$ cat src/rtl/irrigation_valve_sequencer.sv
// Sprinkler/drip valve sequencer with water-supply lockout, changeover dead time and
// optional minimum-open hold (enabled by defining IRRIGATION_MIN_ON_EN).
module irrigation_valve_sequencer #(
  parameter int MIN_ON_CYCLES = 16,
  parameter int DEAD_CYCLES   = 8,
  parameter int FAULT_CYCLES  = 4
) (
  input  logic       clk,
  input  logic       rst_n,
  input  logic       soil_dry,
  input  logic       splinker_mode_on,
  input  logic       level_low,
  input  logic       level_mid,
  input  logic       level_high,
  output logic       splinker_valve,
  output logic       drip_valve,
  output logic       critical_alarm,
  output logic       sensor_fault,
  output logic [2:0] state
);

  localparam int DEAD_W = $clog2(DEAD_CYCLES + 1);
  localparam int FLT_W  = $clog2(FAULT_CYCLES + 1);

  typedef enum logic [2:0] {
    IDLE     = 3'd0,
    SPRINKLE = 3'd1,
    DRIP     = 3'd2,
    SWITCH   = 3'd3,
    LOCKOUT  = 3'd4
  } state_e;

  state_e              state_q, state_d;
  logic                target_q, target_d;
  logic [DEAD_W-1:0]   dead_cnt_q, dead_cnt_d;
  logic [FLT_W-1:0]    fault_cnt_q, fault_cnt_d;
  logic                spl_q, drip_q, crit_q;
  logic                hazard, inconsistent, exit_ok, dead_done;

`ifdef IRRIGATION_MIN_ON_EN
  localparam int ON_W = $clog2(MIN_ON_CYCLES + 1);
  logic [ON_W-1:0]     on_cnt_q, on_cnt_d;
  assign exit_ok = (on_cnt_q == ON_W'(MIN_ON_CYCLES - 1));
`else
  assign exit_ok = 1'b1;
`endif

  assign inconsistent = (level_high & ~level_mid) | (level_mid & ~level_low);
  assign sensor_fault = (fault_cnt_q == FLT_W'(FAULT_CYCLES));
  assign hazard       = ~level_low | sensor_fault;
  assign dead_done    = (dead_cnt_q == DEAD_W'(DEAD_CYCLES - 1));

  always_comb begin
    state_d  = state_q;
    target_d = target_q;
    if (hazard) begin
      state_d = LOCKOUT;
    end else begin
      case (state_q)
        IDLE: begin
          if (soil_dry) state_d = splinker_mode_on ? SPRINKLE : DRIP;
        end
        SPRINKLE: begin
          if (exit_ok) begin
            if (!soil_dry) begin
              state_d = IDLE;
            end else if (!splinker_mode_on) begin
              state_d  = SWITCH;
              target_d = 1'b0;
            end
          end
        end
        DRIP: begin
          if (exit_ok) begin
            if (!soil_dry) begin
              state_d = IDLE;
            end else if (splinker_mode_on) begin
              state_d  = SWITCH;
              target_d = 1'b1;
            end
          end
        end
        SWITCH: begin
          // Target was latched on entry; mode changes here are deliberately ignored.
          if (dead_done) state_d = !soil_dry ? IDLE : (target_q ? SPRINKLE : DRIP);
        end
        LOCKOUT: begin
          if (dead_done) state_d = IDLE;
        end
        default: state_d = LOCKOUT;
      endcase
    end
  end

  always_comb begin
    dead_cnt_d = '0;
    if ((state_q == SWITCH || state_q == LOCKOUT) && state_d == state_q && !hazard) begin
      dead_cnt_d = dead_done ? dead_cnt_q : dead_cnt_q + DEAD_W'(1);
    end
    fault_cnt_d = '0;
    if (inconsistent) begin
      fault_cnt_d = sensor_fault ? fault_cnt_q : fault_cnt_q + FLT_W'(1);
    end
  end

`ifdef IRRIGATION_MIN_ON_EN
  always_comb begin
    on_cnt_d = '0;
    if (state_d == state_q && (state_q == SPRINKLE || state_q == DRIP)) begin
      on_cnt_d = exit_ok ? on_cnt_q : on_cnt_q + ON_W'(1);
    end
  end

  always_ff @(posedge clk or negedge rst_n) begin
    if (!rst_n) on_cnt_q <= '0;
    else        on_cnt_q <= on_cnt_d;
  end
`endif

  // Valves are loaded from the next state so they change cleanly on the edge.
  always_ff @(posedge clk or negedge rst_n) begin
    if (!rst_n) begin
      state_q     <= IDLE;
      target_q    <= 1'b0;
      dead_cnt_q  <= '0;
      fault_cnt_q <= '0;
      spl_q       <= 1'b0;
      drip_q      <= 1'b0;
      crit_q      <= 1'b0;
    end else begin
      state_q     <= state_d;
      target_q    <= target_d;
      dead_cnt_q  <= dead_cnt_d;
      fault_cnt_q <= fault_cnt_d;
      spl_q       <= (state_d == SPRINKLE);
      drip_q      <= (state_d == DRIP);
      crit_q      <= ~level_low;
    end
  end

  assign splinker_valve = spl_q;
  assign drip_valve     = drip_q;
  assign critical_alarm = crit_q;
  assign state          = state_q;

endmodule

$ cat config.mk
export PLATFORM = sky130hd
export DESIGN_NAME = irrigation_valve_sequencer
export DESIGN_NICKNAME = d
export VERILOG_FILES = /design/src/rtl/irrigation_valve_sequencer.sv
export SDC_FILE = /design/constraint.sdc
export NUM_CORES = 1
export LEC_CHECK = 0
export BUFFER_PORTS_ARGS = -buffer_cell sky130_fd_sc_hd__buf_4
export CORE_MARGIN = 10
export CORE_UTILIZATION = 52
export DETAILED_ROUTE_END_ITERATION = 12
export GPL_ROUTABILITY_DRIVEN = 0
export PLACE_DENSITY = 0.82
export SLEW_MARGIN = 20
export SYNTH_ARGS = -nofsm -noshare
export SYNTH_HDL_FRONTEND = slang
export SYNTH_SLANG_ARGS = --single-unit
export TNS_END_PERCENT = 10
$ cat constraint.sdc
create_clock -name clk -period 1.63 [get_ports clk]
set_input_delay 0.163 -clock clk [delete_from_list [all_inputs] [get_ports clk]]
set_output_delay 0.163 -clock clk [all_outputs]
set_load 0.02 [all_outputs]
==> flow_metrics.py, run 1 <==
metrics = {
    "status": {
        "status": "finished, final reports clean",
    },
    "critical_path": {
        "critical_path.top_delay_family": "flip-flops",
        "critical-path-max-stage-delay_ps": 410,
        "cp.depth": 5,
        "timing.critical_path.cells": "inv_1, ha_2, nand2_1, inv_1, buf_4",
        "critPathLaunchType": "register",
        "worst_path_max_delay_cell": "sky130_fd_sc_hd__dfrtp_1",
        "critical_path_peak_fanout": 4,
        "ff2ff_path_depth": 4,
        "critPathRequiredTime_ps": 1470,
        "cp.arrival_ps": 1350,
        "critical_path_class": "reg2out",
        "crit_buf_inv": 3,
        "critPathCaptureType": "output port",
        "crit_top_cell": "sky130_fd_sc_hd__inv_1",
    },
    "cells_and_area": {
        "final_common_cell": "sky130_fd_sc_hd__dfrtp_1",
        "drive_above_1_share_pct": 27.9,
        "syn2layout_area_growth_pct": 23.1,
        "diodes": 0,
        "final.fill_count": 102,
        "number_of_nets_in_the_final_layout": 97,
        "mostFrequentLayoutCells": "sky130_fd_sc_hd__dfrtp_1 (14), sky130_fd_sc_hd__buf_4 (13), sky130_fd_sc_hd__nand2_1 (6), sky130_fd_sc_hd__nor2_1 (6)",
    },
    "floorplan": {
        "die_height_um": 57.5,
        "floorplan.die.width_um": 57.5,
        "initial_core_util_pct": 55.5,
        "fp-row-count": 13,
        "core_region_area_mm2": 0.00132,
        "design.die.area_mm2": 0.00330,
        "io_pins": 14,
    },
    "sta": {
        "finalClockSkew_ps": 6.48,
        "slew_headroom_pct": 78.3,
        "setup-violations-final": 0,
        "min_period_over_period_pct": 93.1,
        "max_transition_viols_final": 0,
        "achievable-frequency_mhz": 659,
        "setup_repair_after_global_routing_missed_its_margin": "false",
        "setup-tns-final_ps": 0,
        "max_slew.worst_pin.slew_ps": 316,
        "finalHoldViolations": 0,
        "fin_crit_ps": 1520,
    },
    "routing": {
        "route.detailed.wl_per_inst_um": 14.8,
        "detailroute.wirelength.met2_um": 784,
        "wl_met1_um": 607,
        "routed-via-count": 567,
        "wire_length_reported_by_the_detailed_router_um": 1490,
        "drc_errors": 0,
        "dr_vias_cell": 5.61,
        "maxUsedRoutingLayer": "met4",
        "dr.pass1.iters": 2,
        "routed-wl-met3_um": 85,
        "drt_iter0_markers": 8,
        "ant_nets": 0,
    },
    "global_routing": {
        "number_of_antenna_violations_at_the_first_check_in_global_routing": 0,
        "grt_start_max_net_pins": 15,
        "globalRouteOverflowTotal": 0,
        "global_route_wire_length_before_repair_um": 2550,
        "first_global_vias": 569,
        "grt_use_total_pct": 9.45,
    },
    "clock_tree": {
        "numClockSinks": 14,
        "clock_root_buffer": "sky130_fd_sc_hd__clkbuf_4",
        "cts-root-to-sink-buffers": 2,
        "tritoncts.num_buffers": 3,
        "tritoncts": "built",
        "clock_latency_ps": 280,
        "cts.clk_slew.worst_paths_ps": 90,
        "ctsHtreeMaxLevel": 1,
    },
    "logic_synthesis": {
        "synth_ff_type": "sky130_fd_sc_hd__dfrtp_1",
        "syn_avg_cell_area_um2": 10.7,
        "yosysSeqAreaShare_pct": 47.9,
        "netlist_instances": 68,
        "yosysUniqueCellTypes": 30,
        "syn_area_um2": 731,
        "synth-adder-area-share_pct": 5.14,
        "ys_ff_latch": 14,
        "synth-warning-count": 0,
        "synth_compound_gate_area_share_pct": 17.8,
        "post_synth_mux_area_share_pct": 2.74,
        "post_synth_and_or_nand_nor_area_fraction_pct": 21.9,
        "synth_top_family_by_area": "simple AND/OR/NAND/NOR gates",
        "synth_edf_count": 0,
        "async_reset_ff_share_pct": 100,
        "post_synth_net_total": 78,
        "synth_xor_area_share_pct": 2.40,
    },
    "pwr": {
        "power.ir.vdd_worst_uv": 712,
        "p_leak_nw": 0.431,
        "power_density_mw_per_mm2": 865,
        "power.total_uw": 778,
    },
    "worst_hold_path": {
        "hold_depth": 2,
        "worstHoldPathType": "in2reg",
    },
    "job": {
        "cap_violations": 0,
    },
    "placed_design": {
        "buffer_ports.inserted": 13,
    },
}
==> area by class of cell <==
type | instances | area (µm²) | share of cell area, %
Inverter | 4 | 15.0 | 1.67
Timing Repair Buffer | 14 | 108 | 12.0
Sequential cell | 14 | 350 | 38.9
Multi-Input combinational cell | 50 | 372 | 41.3
Tap cell | 15 | 18.8 | 2.09
Clock buffer | 4 | 36.3 | 4.03
==> cell usage after synthesis, types with 2 or more instances <==
cell	n	area share, %
sky130_fd_sc_hd__ha_1	3	5.1
sky130_fd_sc_hd__a21oi_1	2	1.4
sky130_fd_sc_hd__dfrtp_1	14	48
sky130_fd_sc_hd__xnor2_1	2	2.4
sky130_fd_sc_hd__nand3_1	4	2.7
sky130_fd_sc_hd__o21ai_0	2	1.4
sky130_fd_sc_hd__nand2_1	6	3.1
sky130_fd_sc_hd__nor2b_1	4	3.4
sky130_fd_sc_hd__mux2i_1	2	2.7
sky130_fd_sc_hd__inv_1	4	2.1
sky130_fd_sc_hd__nor2_1	6	3.1
==> worst reg2reg max path: cells and delay by family, from the launching register on <==
family	cells	cell delay, ps
AO/OA/AOI/OAI	1	340
adder cells (fa/ha/maj)	1	260
AND/OR/NAND/NOR	2	330
flip-flops	1	420
==> sequential cells by signal, indices dropped and copies added (netlist names) <==
register and cells:
dead_cnt_q 4, fault_cnt_q 3, state 3, target_q 1, splinker_valve 1, critical_alarm 1, drip_valve 1
==> through the flow <==
| step | utilization [%] | setup slack [ps] | hold slack (ps) | std cells | cell area [µm²] |
|---|---|---|---|---|---|
| finish | 68.3 | 113 | 89.7 | 101 | 900 |
| detailed placement | 64.3 | 63.4 | 21.7 | 96 | 847 |
| global placement | 64.3 | 111 | 21.1 | 96 | 847 |
| global route | 68.3 | 22.0 | 90.3 | 101 | 900 |
| floorplan | - | 240 | -133 | 68 | 731 |
| CTS | 67.8 | 59.9 | 90.2 | 101 | 893 |
==> final timing paths <==
path / end / slack [ps] / startpoint
worst max register to register: dead_cnt_q[3] / 180 / dead_cnt_q[0]
worst min-delay path: critical_alarm / 90 / level_low
worst max-delay path: sensor_fault / 110 / fault_cnt_q[0]
max in group asynchronous: drip_valve / 1200 / rst_n
min in group asynchronous: dead_cnt_q[2] / 260 / rst_n
worst min register to register: target_q / 570 / target_q
==> where the power goes <==
part           total, mW  switching (mW)  internal (mW)
logic              0.135          0.0720         0.0630
registers          0.399          0.0245          0.374
clock network      0.244           0.109          0.136
==> cells by family (layout without fill, tap and decap cells) <==
family / after synthesis / after routing
AOI/OAI and AO/OA: 15 / 15
xor gates and xnor gates: 2 / 2
adders and majority gates: 3 / 3
buffers and inverters: 4 / 22
DFF: 14 / 14
muxes: 2 / 2
and+or+nand+nor: 28 / 28
==> timing repair <==
item	in CTS	in global routing
hold endpoints to repair	14	0
buffers inserted	0	0
setup endpoints to repair	0	2
resized for setup	0	2
hold buffers	1	0
==> per-layer routing <==
layer / vias up / global-route usage (%)
met5: - / 0
met4: 0 / 1.01
met3: 2 / 5.53
met2: 8 / 16.7
met1: 277 / 9.63
li1: 280 / -
(Power assumes the default switching activity.)
==> inputs of run 2 (changes only) <==
Settings changed: CELL_PAD_IN_SITES_DETAIL_PLACEMENT set to 1, CELL_PAD_IN_SITES_GLOBAL_PLACEMENT set to 1, CORE_UTILIZATION 52 to 34, PLACE_DENSITY 0.82 to 0.71.
==> run 2 against run 1 <==
Effect of this change:
- die area rose by 33%
- highest routed layer unchanged
- largest cell class unchanged
- fmax is essentially flat
- setup slack better by 1.0 ps
==> flow_metrics.py, run 2 (synthesized netlist as in run 1, its figures left out) <==
metrics = {
    "status": {
        "status": "finished, final reports clean",
    },
    "global_routing": {
        "global_route_wire_length_before_repair_um": 2900,
        "globalRouteOverflowTotal": 0,
        "number_of_antenna_violations_at_the_first_check_in_global_routing": 0,
        "first_global_vias": 618,
        "grt_use_total_pct": 8.60,
        "grt_start_max_net_pins": 15,
    },
    "critical_path": {
        "cp.arrival_ps": 1350,
        "critPathRequiredTime_ps": 1470,
        "critical_path_peak_fanout": 4,
        "critical-path-max-stage-delay_ps": 410,
        "critical_path_class": "reg2out",
        "critPathLaunchType": "register",
        "critPathCaptureType": "output port",
        "timing.critical_path.cells": "inv_1, ha_2, nand2_1, inv_2, buf_4",
        "worst_path_max_delay_cell": "sky130_fd_sc_hd__dfrtp_1",
    },
    "pwr": {
        "p_int_uw": 524,
        "pwr-share-seq_pct": 54.8,
        "power.clock.fraction_pct": 26.1,
        "power.ir.vdd_worst_uv": 518,
        "power_switching_uw": 206,
        "power.total_uw": 730,
        "combinationalPowerShare_pct": 19.1,
        "switching_share_pct": 28.2,
        "power_density_mw_per_mm2": 811,
        "p_leak_nw": 0.421,
    },
    "floorplan": {
        "floorplan.die.width_um": 66.4,
        "initial_core_util_pct": 36.5,
        "core_region_area_mm2": 0.00200,
        "fp-row-count": 16,
        "die_height_um": 66.4,
        "io_pins": 14,
        "design.die.area_mm2": 0.00440,
    },
    "clock_tree": {
        "tritoncts.num_buffers": 3,
        "cts.repair_timing.setup_buffer_count": 0,
        "cts-root-to-sink-buffers": 2,
        "ctsHtreeMaxLevel": 1,
        "clock_latency_ps": 280,
        "cts.clk_slew.worst_paths_ps": 80,
        "numClockSinks": 14,
        "tritoncts": "built",
        "clock_root_buffer": "sky130_fd_sc_hd__clkbuf_4",
    },
    "routing": {
        "ant_nets": 0,
        "routed-via-count": 571,
        "route.detailed.wl_per_inst_um": 15.0,
        "detailroute.wirelength.met2_um": 904,
        "routed-wl-met3_um": 92,
        "dr.pass1.iters": 4,
        "drt_iter0_markers": 7,
        "maxUsedRoutingLayer": "met4",
        "dr_vias_cell": 5.10,
        "wl_met1_um": 669,
        "wire_length_reported_by_the_detailed_router_um": 1680,
        "drc_errors": 0,
    },
    "cells_and_area": {
        "drive_above_1_share_pct": 28.2,
        "final_common_cell": "sky130_fd_sc_hd__dfrtp_1",
        "number_of_nets_in_the_final_layout": 97,
        "largest_reg_flops": 4,
        "diodes": 0,
        "registers.top_by_ff_count": "dead_cnt_q",
        "mostFrequentLayoutCells": "sky130_fd_sc_hd__dfrtp_1 (14), sky130_fd_sc_hd__buf_4 (13), sky130_fd_sc_hd__nand2_1 (6), sky130_fd_sc_hd__nor2_1 (6)",
        "syn2layout_area_growth_pct": 23.3,
    },
    "sta": {
        "setup-tns-final_ps": 0,
        "setup_repair_after_global_routing_missed_its_margin": "false",
        "finalHoldViolations": 0,
        "max_slew.worst_pin.slew_ps": 292,
        "fin_crit_ps": 1520,
        "finalClockSkew_ps": 4.65,
        "slew_headroom_pct": 80.0,
        "min_period_over_period_pct": 93.0,
        "max_transition_viols_final": 0,
        "achievable-frequency_mhz": 660,
        "setup-violations-final": 0,
    },
    "worst_hold_path": {
        "worstHoldPathType": "in2reg",
    },
    "placed_design": {
        "post-dp-hpwl_um": 1310,
        "buffer_ports.inserted": 13,
    },
    "job": {
        "cap_violations": 0,
    },
}
run 2: final timing paths:
check                      depth (start not counted)             end      startpoint  slack [ps]
min reg2reg                                        1        target_q        target_q         570
min                                                2  critical_alarm       level_low          80
max reg2reg                                        4      drip_valve   dead_cnt_q[0]         120
max in group asynchronous                          2        state[0]           rst_n        1190
min in group asynchronous                          2  critical_alarm           rst_n         260
max                                                5    sensor_fault  fault_cnt_q[1]         110
run 2: critical path: cells and delay by family, from the launching register on:
kind,cells,cell delay (ps)
adders and majority gates,1,210
buffers and inverters,3,340
DFF,1,410
and+or+nand+nor,1,130
run 2: final cells by class:
cell class | instances | area (µm²)
fill | 233 | 1100
clock buffer | 3 | 22.5
sequential | 14 | 350
timing repair buffer | 14 | 108
tap | 27 | 33.8
inverter | 4 | 15.0
multi-input combinational | 50 | 372
run 2: power by group through the flow:
stage / sequential, mW / combinational [mW] / clock, mW
floorplan: 0.402 / 0.0868 / 0
global placement: 0.404 / 0.127 / 0
detailed placement: 0.408 / 0.134 / 0
CTS: 0.401 / 0.139 / 0.210
global route: 0.404 / 0.162 / 0.225
finish: 0.400 / 0.139 / 0.191
run 2: metal layers:
layer	track usage (%)	vias to the layer above
li1	-	280
met4	3.93	0
met5	0	-
met3	4.75	2
met2	14.1	7
met1	8.74	282
run 2: metrics by stage:
| step | worst slack, ps | instance area, µm² | util [%] | hold WS, ps | std cells |
|---|---|---|---|---|---|
| after detailed placement | 13.7 | 862 | 43.1 | 22.1 | 108 |
| after CTS | 25.1 | 898 | 44.9 | 65.1 | 112 |
| final | 114 | 901 | 45.0 | 80.3 | 112 |
| after global routing | 13.2 | 901 | 45.0 | 71.4 | 112 |
| after global placement | 96.9 | 862 | 43.1 | 24.4 | 108 |
| after floorplan | 240 | 731 | - | -133 | 68 |
run 2: timing repair:
item	in CTS	in global routing
setup endpoints to repair	2	1
resized for setup	1	2
hold buffers	1	0
hold endpoints to repair	14	0
==> inputs of run 3 (changes only) <==
Settings changed: GPL_TIMING_DRIVEN set to 0, SLEW_MARGIN 20 to unset.
==> run 3 against run 2 <==
Effect of this change:
- final area rose by 1.5%
- sequential cell count unchanged
- cell count increased by 0.89%
- core utilization increased by 0.69 points
- clock skew shrank 3.6 ps
- first-iteration DRC count grew to 3.0 times the previous value
- non-clock buffer count is the same
- global-route usage is 0.29 points lower
- fmax is 0.13% lower
- power increased by 7.6%
- critical endpoint unchanged
- wire length is 3.3% lower
- critical path depth is the same
==> flow_metrics.py, run 3 (synthesized netlist as in run 1, its figures left out) <==
metrics = {
    "status": {
        "status": "finished, final reports clean",
    },
    "global_routing": {
        "grt_use_total_pct": 8.31,
        "grt_start_max_net_pins": 15,
        "first_global_vias": 616,
        "global_route_wire_length_before_repair_um": 2830,
        "globalRouteOverflowTotal": 0,
        "number_of_antenna_violations_at_the_first_check_in_global_routing": 0,
    },
    "sta": {
        "max_transition_viols_final": 0,
        "setup_repair_after_global_routing_missed_its_margin": "false",
        "min_period_over_period_pct": 93.1,
        "max_slew.worst_pin.slew_ps": 313,
        "finalHoldViolations": 0,
        "finalClockSkew_ps": 1.01,
        "setup-violations-final": 0,
        "setup-tns-final_ps": 0,
        "slew_headroom_pct": 78.6,
        "fin_crit_ps": 1520,
        "fin_hold_ws_ps": 95.8,
        "achievable-frequency_mhz": 659,
    },
    "worst_hold_path": {
        "worstHoldPathType": "in2reg",
        "hold_depth": 2,
    },
    "critical_path": {
        "critical_path_class": "reg2out",
        "worst_path_max_delay_cell": "sky130_fd_sc_hd__dfrtp_1",
        "timing.critical_path.cells": "inv_1, ha_2, nand2_1, inv_2, buf_4",
        "critPathRequiredTime_ps": 1470,
        "critical-path-max-stage-delay_ps": 410,
        "critPathCaptureType": "output port",
        "critPathLaunchType": "register",
        "cp.arrival_ps": 1350,
        "critical_path_peak_fanout": 4,
        "ff2ff_path_depth": 5,
    },
    "cells_and_area": {
        "registers.top_by_ff_count": "dead_cnt_q",
        "mostFrequentLayoutCells": "sky130_fd_sc_hd__dfrtp_1 (14), sky130_fd_sc_hd__buf_4 (13), sky130_fd_sc_hd__nand2_1 (6), sky130_fd_sc_hd__nor2_1 (6)",
        "diodes": 0,
        "final_area_um2": 915,
        "syn2layout_area_growth_pct": 25.2,
        "drive_above_1_share_pct": 29.1,
        "final_common_cell": "sky130_fd_sc_hd__dfrtp_1",
        "largest_reg_flops": 4,
        "number_of_nets_in_the_final_layout": 97,
    },
    "clock_tree": {
        "ctsHtreeMaxLevel": 1,
        "tritoncts": "built",
        "cts.clk_slew.worst_paths_ps": 80,
        "clock_root_buffer": "sky130_fd_sc_hd__clkbuf_4",
        "tritoncts.num_buffers": 3,
        "clock_latency_ps": 280,
        "cts-root-to-sink-buffers": 2,
        "numClockSinks": 14,
    },
    "routing": {
        "drt_iter0_markers": 21,
        "route.detailed.wl_per_inst_um": 14.4,
        "dr_vias_cell": 5.07,
        "dr.pass1.iters": 4,
        "wire_length_reported_by_the_detailed_router_um": 1630,
        "routed-via-count": 573,
        "drc_errors": 0,
        "ant_nets": 0,
    },
    "floorplan": {
        "fp-row-count": 16,
        "die_height_um": 66.4,
        "initial_core_util_pct": 36.5,
        "io_pins": 14,
        "design.die.area_mm2": 0.00440,
        "core_region_area_mm2": 0.00200,
        "floorplan.die.width_um": 66.4,
    },
    "placed_design": {
        "dpl-instance-area_um2": 862,
        "post-dp-hpwl_um": 1270,
        "buffer_ports.inserted": 13,
    },
    "pwr": {
        "power_density_mw_per_mm2": 860,
        "p_leak_nw": 0.428,
        "power.ir.vdd_worst_uv": 521,
    },
    "job": {
        "cap_violations": 0,
    },
}
## run 3: changes by cell type in the layout (fill, tap and decap cells not counted), sizes merged
cell / change
clkbuf: +1
## run 3: through the flow
step                utilization [%]  std cells  power (mW)  setup WS (ps)
finish                         45.7        113       0.786            112
global route                   45.7        113       0.843           21.9
CTS                            45.6        113       0.793           16.1
detailed placement             43.1        108       0.539          -11.9
global placement               43.1        108       0.532          -26.7
floorplan                         -         68       0.489            240
## run 3: worst paths after layout
path / start / to / slack, ps
max in group asynchronous: rst_n / target_q / 1210
min reg2reg: target_q / target_q / 560
max reg2reg: fault_cnt_q[0] / drip_valve / 170
min in group asynchronous: rst_n / fault_cnt_q[2] / 260
min: level_low / critical_alarm / 100
max: fault_cnt_q[0] / sensor_fault / 110
## run 3: repair_timing
item	in CTS	in global routing
endpoints found under the hold margin	14	0
buffers inserted	0	0
cloned	0	0
endpoints found under the setup margin	2	3
gates resized for setup	1	2
hold buffers	1	0
## run 3: layout make-up
class	instances	area, µm²
fill	236	1090
inverter	4	15.0
tap	27	33.8
sequential	14	350
clock buffer	4	36.3
multi-input combinational	50	372
timing repair buffer	14	108
## run 3: routing by layer
layer  up-vias  wire length [µm]  track usage [%]
li1        278                 -                -
met1       284               669             9.27
met2         9               847             13.2
met3         2                94             4.24
met4         0                17             3.14
met5         -                 0                0
## run 3: power by group
part           switching [mW]  internal [mW]
Sequential             0.0248          0.374
Combinational          0.0753         0.0637
Clock                   0.112          0.136
Total                   0.212          0.574
## run 3: worst max-delay path: cells and delay by family (launching register included)
kind	cells	cell delay, ps
buf+inv	3	330
simple gates	1	120
fa+ha+maj	1	210
flops	1	410
